<file path="src/rtl/stepper_pio_ctrl.sv">
// stepper_pio_ctrl: Avalon-MM GPIO for the stepper controller. Per-bit
// direction, atomic set/clear, two-flop input sync, sticky edge capture
// with a maskable level interrupt.

// Per-bit input path: synchroniser, edge detect and sticky capture flag.
module stepper_pio_bit #(
  parameter int EDGE_TYPE = 0
) (
  input  logic clk,
  input  logic reset_n,
  input  logic pin,
  input  logic dir,
  input  logic clr,
  output logic sync,
  output logic cap
);
  logic sync1, sync2, prev, det;

  // two-flop synchroniser plus one delayed copy for edge detection
  always_ff @(posedge clk or negedge reset_n) begin
    if (!reset_n) begin
      sync1 <= 1'b0;
      sync2 <= 1'b0;
      prev  <= 1'b0;
    end else begin
      sync1 <= pin;
      sync2 <= sync1;
      prev  <= sync2;
    end
  end

  // edge select; any value other than 0/1 is treated as any-edge,
  // and bits configured as outputs never capture
  always_comb begin
    det = 1'b0;
    case (EDGE_TYPE)
      0:       det = sync2 & ~prev;
      1:       det = ~sync2 & prev;
      default: det = sync2 ^ prev;
    endcase
    det = det & ~dir;
  end

  // sticky capture; a new edge wins over a same-cycle software clear
  always_ff @(posedge clk or negedge reset_n) begin
    if (!reset_n) cap <= 1'b0;
    else          cap <= (cap & ~clr) | det;
  end

  assign sync = sync2;
endmodule

module stepper_pio_ctrl #(
  parameter int               WIDTH     = 8,
  parameter int               EDGE_TYPE = 0,
  parameter logic [WIDTH-1:0] RESET_OUT = '0,
  parameter logic [WIDTH-1:0] RESET_DIR = '1
) (
  input  logic             clk,
  input  logic             reset_n,
  input  logic [2:0]       address,
  input  logic             chipselect,
  input  logic             write_n,
  input  logic [31:0]      writedata,
  output logic [31:0]      readdata,
  input  logic [WIDTH-1:0] in_port,
  output logic [WIDTH-1:0] out_port,
  output logic [WIDTH-1:0] oe_port,
  output logic             irq
);
  logic [WIDTH-1:0] data_out, dir, irq_mask;
  logic [WIDTH-1:0] sync2, edge_cap, wd, clr, rd;
  logic             wr;
  logic             unused_wd;

  assign wr        = chipselect & ~write_n;
  assign wd        = writedata[WIDTH-1:0];
  // upper writedata bits are don't-care when WIDTH < 32
  assign unused_wd = ^writedata;
  assign clr       = (wr && address == 3'd3) ? wd : '0;

  genvar i;
  generate
    for (i = 0; i < WIDTH; i++) begin : g_bit
      stepper_pio_bit #(.EDGE_TYPE(EDGE_TYPE)) u_bit (
        .clk     (clk),
        .reset_n (reset_n),
        .pin     (in_port[i]),
        .dir     (dir[i]),
        .clr     (clr[i]),
        .sync    (sync2[i]),
        .cap     (edge_cap[i])
      );
    end
  endgenerate

  // software-visible control registers; OUTSET/OUTCLR are read-modify-write
  // in hardware so the CPU never races itself on shared pins
  always_ff @(posedge clk or negedge reset_n) begin
    if (!reset_n) begin
      data_out <= RESET_OUT;
      dir      <= RESET_DIR;
      irq_mask <= '0;
    end else if (wr) begin
      case (address)
        3'd0:    data_out <= wd;
        3'd1:    dir      <= wd;
        3'd2:    irq_mask <= wd;
        3'd4:    data_out <= data_out | wd;
        3'd5:    data_out <= data_out & ~wd;
        default: ;
      endcase
    end
  end

  // zero-wait-state read mux; DATA merges driven and sampled bits by dir
  always_comb begin
    rd = '0;
    case (address)
      3'd0:    rd = (data_out & dir) | (sync2 & ~dir);
      3'd1:    rd = dir;
      3'd2:    rd = irq_mask;
      3'd3:    rd = edge_cap;
      default: rd = '0;
    endcase
    readdata = '0;
    readdata[WIDTH-1:0] = rd;
  end

  assign out_port = data_out;
  assign oe_port  = dir;
  assign irq      = |(edge_cap & irq_mask);
endmodule

</file>
<file path="config.mk">
export PLATFORM = sky130hd
export DESIGN_NAME = stepper_pio_ctrl
export DESIGN_NICKNAME = d
export VERILOG_FILES = /design/src/rtl/stepper_pio_ctrl.sv
export SDC_FILE = /design/constraint.sdc
export NUM_CORES = 1
export LEC_CHECK = 0
export ABC_AREA = 1
export CAP_MARGIN = 30
export CORE_ASPECT_RATIO = 0.5
export CORE_UTILIZATION = 56
export DETAILED_ROUTE_END_ITERATION = 6
export DONT_BUFFER_PORTS = 1
export GPL_TIMING_DRIVEN = 1
export MAX_ROUTING_LAYER = met4
export PLACE_DENSITY = 0.77
export SKIP_LAST_GASP = 1
export SLEW_MARGIN = 30
export SYNTH_ARGS = -nofsm -noshare
export SYNTH_HDL_FRONTEND = slang
export SYNTH_HIERARCHICAL = 1
export SYNTH_SLANG_ARGS = --single-unit
export TNS_END_PERCENT = 100
</file>
<file path="constraint.sdc">
create_clock -name clk -period 2.39 [get_ports clk]
set_input_delay 0.478 -clock clk [delete_from_list [all_inputs] [get_ports clk]]
set_output_delay 0.478 -clock clk [all_outputs]
set_load 0.05 [all_outputs]
</file>
==> flow_summary.toml <==
[floorplan]
fp.dieH_um = 51.2
core_area_um2 = 4530
ios = 96
fp-row-count = 17
dieWidth_um = 100
start_util_pct = 59.8
die_area_um2 = 5140

[drt]
wl_met3_um = 420
wl_per_cell_um = 13.1
drcViolationCount = 0
routed_wl_um = 5380
num_vias = 2013
routed_via_density = 4.90
drtPass1Iterations = 4
wl_met2_um = 2520
ant_nets = 0
m1WireLength_um = 2350
top_layer_used = "met4"
dr.first_iter.drc_count = 96

[logic_synthesis]
synth_fa_ha_area_share_pct = 0
yosysWarnings = 6
syn_area_um2 = 2710
synth.most_common_cell = "nand2_1"
ys_seq_area_share_pct = 52.1
synth_commonest_cells = "117 x nand2_1, 52 x inv_1, 48 x dfrtp_1, 26 x buf_4, 17 x nand3_1"
synth.distinct_cells = 19
synth_top_area_cell = "dfrtp_1"
synth_edf_count = 0
synth_area_per_cell_um2 = 8.21
synthTopCellsByArea = "dfrtp_1 44%, nand2_1 16%, dfstp_2 7.8%, buf_4 7.2%, inv_1 7.2%"
yosysTopAreaCellShare_pct = 44.3
yosys.area_share.simple_pct = 25.7
synth.area.mux_share_pct = 0
synth_top_family_by_area = "simple AND/OR/NAND/NOR gates"
synthArstFlopShare_pct = 100
synth-xor-area-share_pct = 0
synthFlopType = "dfrtp_1"
synth-compound-area-share_pct = 6.88
synth_seq_cells = 56
postSynthCellCount = 330

[critical_path]
startpoint_type = "register"
crit_fanout = 6
crit_arrival_ps = 1640
worstPathRequired_ps = 1910
cp-end-kind = "output pin"
critPathKind = "reg -> out"

[timing]
tns_ps = 0
fin_crit_ps = 2120
fmax_ghz = 0.473
hold_viol = 0
final_max_slew_viol_count = 0
max-slew-margin-rel_pct = 65.2
min_period_over_period_pct = 88.5
setup_viol = 0
fin_ws_ps = 275
clock_skew_ps = 2.85
rsz0062_at_grt = "no"
worst_pin_slew_ps = 521

[grt]
grtUsageTotal_pct = 24.0
grt_max_degree = 50
grt_pass1_vias = 1909
grt_pass1_wl_um = 8830
antenna_found_initial = 0
gr-total-overflow = 0

[power]
ir_drop_v = 0.000384
power_w = 0.00245
p_leak_nw = 1.50
power_density_nw_per_um2 = 852

[cts]
cts.repair_timing.setup_buffer_count = 0
clk_path_buf_depth = 2
cts_buffers = 5
cts_tree = "yes"
clockRootBuffer = "clkbuf_8"
clkTransAtPathRegs_ps = 100
clock_latency_ps = 300
htreeDepth = 2
clkSinkCount = 56

[cells_and_area]
drive_above_1_share_pct = 11.0
syn_to_final_growth_pct = 6.37
diodes = 0
nNetsFinal = 391

[placed_design]
dpl.hpwl_um = 3670
place_worst_setup_slack_ps = 502
gp_congestion = 0.896
port_buffers = 0

[run]
max_cap_violations = 0

[hold_path]
hp-class = "in -> async"

[outcome]
status = "finished clean"
-- final cells by class --
cell class              count  area (um^2)
clock buffers               7         76.3
clock inverters             1         30.0
fillers                   379         1650
inverters                  52          195
multi-input cells         217          972
flip-flops and latches     56         1410
well taps                  66         82.6
repair buffers             12          115
-- layer usage --
| metal | vias up | global-route usage, % |
|---|---|---|
| li1 | 985 | - |
| met1 | 936 | 30.1 |
| met2 | 80 | 38.9 |
| met3 | 12 | 6.16 |
| met4 | 0 | 7.73 |
| met5 | - | - |
-- cell families (layout without fill, tap and decap cells) --
logic type	count (synthesis)	in the layout
and+or+nand+nor	164	164
buffers and inverters	80	72
DFF	56	56
AOI/OAI and AO/OA	29	29
other	1	24
-- flip-flops by register name (all words and copies together), names as in the netlist --
register / flops
out_port: 8
g_bit.u_bit/cap: 8
g_bit.u_bit/sync1: 8
g_bit.u_bit/sync: 8
g_bit.u_bit/prev: 8
irq_mask: 8
oe_port: 8
-- report_power, final --
part           internal [W]  switching, W
sequential          0.00108      0.000313
combinational      0.000131      0.000323
clock              0.000314      0.000292
-- repair_timing --
item | in CTS | in global routing
endpoints found under the hold margin | 49 | 4
gates resized for setup | 0 | 0
hold buffers | 2 | 1
-- worst paths after layout --
check	slack (ps)	depth (start not counted)	endpoint	startpoint
max reg2reg	1310	4	out_port[3]	out_port[3]
min in group clk	190	0	g_bit[1].u_bit/sync1	in_port[1]
max	270	5	readdata[7]	oe_port[7]
min reg2reg	360	0	g_bit[5].u_bit/sync	g_bit[5].u_bit/sync1
min	5	1	g_bit[0].u_bit/sync	reset_n
max in group asynchronous	1660	1	oe_port[3]	reset_n
-- worst max-delay path, stage by stage (launching register included) --
cell and delay, ps:
dfstp_2 750, nand2_1 90, o21ai_0 90, nand2_1 70, nand4_1 120, buf_4 210
-- metrics by stage --
step / hold WS, ps / std cells / util, % / cell area [um^2]
after floorplan: 182 / 353 / - / 2800
after global placement: 183 / 400 / 60.2 / 2730
after detailed placement: 183 / 400 / 60.2 / 2730
after CTS: 1.76 / 410 / 63.4 / 2870
after global routing: 18.0 / 411 / 63.6 / 2880
final: 5.07 / 411 / 63.6 / 2880
-- cells in the final DEF, fill, tap and decap left out --
| cell type | instances |
|---|---|
| buf_4 | 9 |
| dfstp_2 | 8 |
| nand3_1 | 17 |
| nor3_4 | 1 |
| nand4_1 | 8 |
| conb_1 | 24 |
| bufinv_16 | 1 |
| o21ai_2 | 9 |
| a21oi_1 | 2 |
| nand2_4 | 2 |
| nor2_4 | 1 |
| buf_16 | 1 |
| nor2_1 | 16 |
| nor2_2 | 1 |
| nor3_1 | 1 |
| dlygate4sd3_1 | 2 |
| o21ai_0 | 16 |
| dfrtp_1 | 48 |
| clkbuf_8 | 5 |
| inv_1 | 52 |
| a22o_1 | 2 |
| nand2_1 | 117 |
| clkbuf_1 | 2 |
Note: power is estimated with default switching activity, not from simulation.
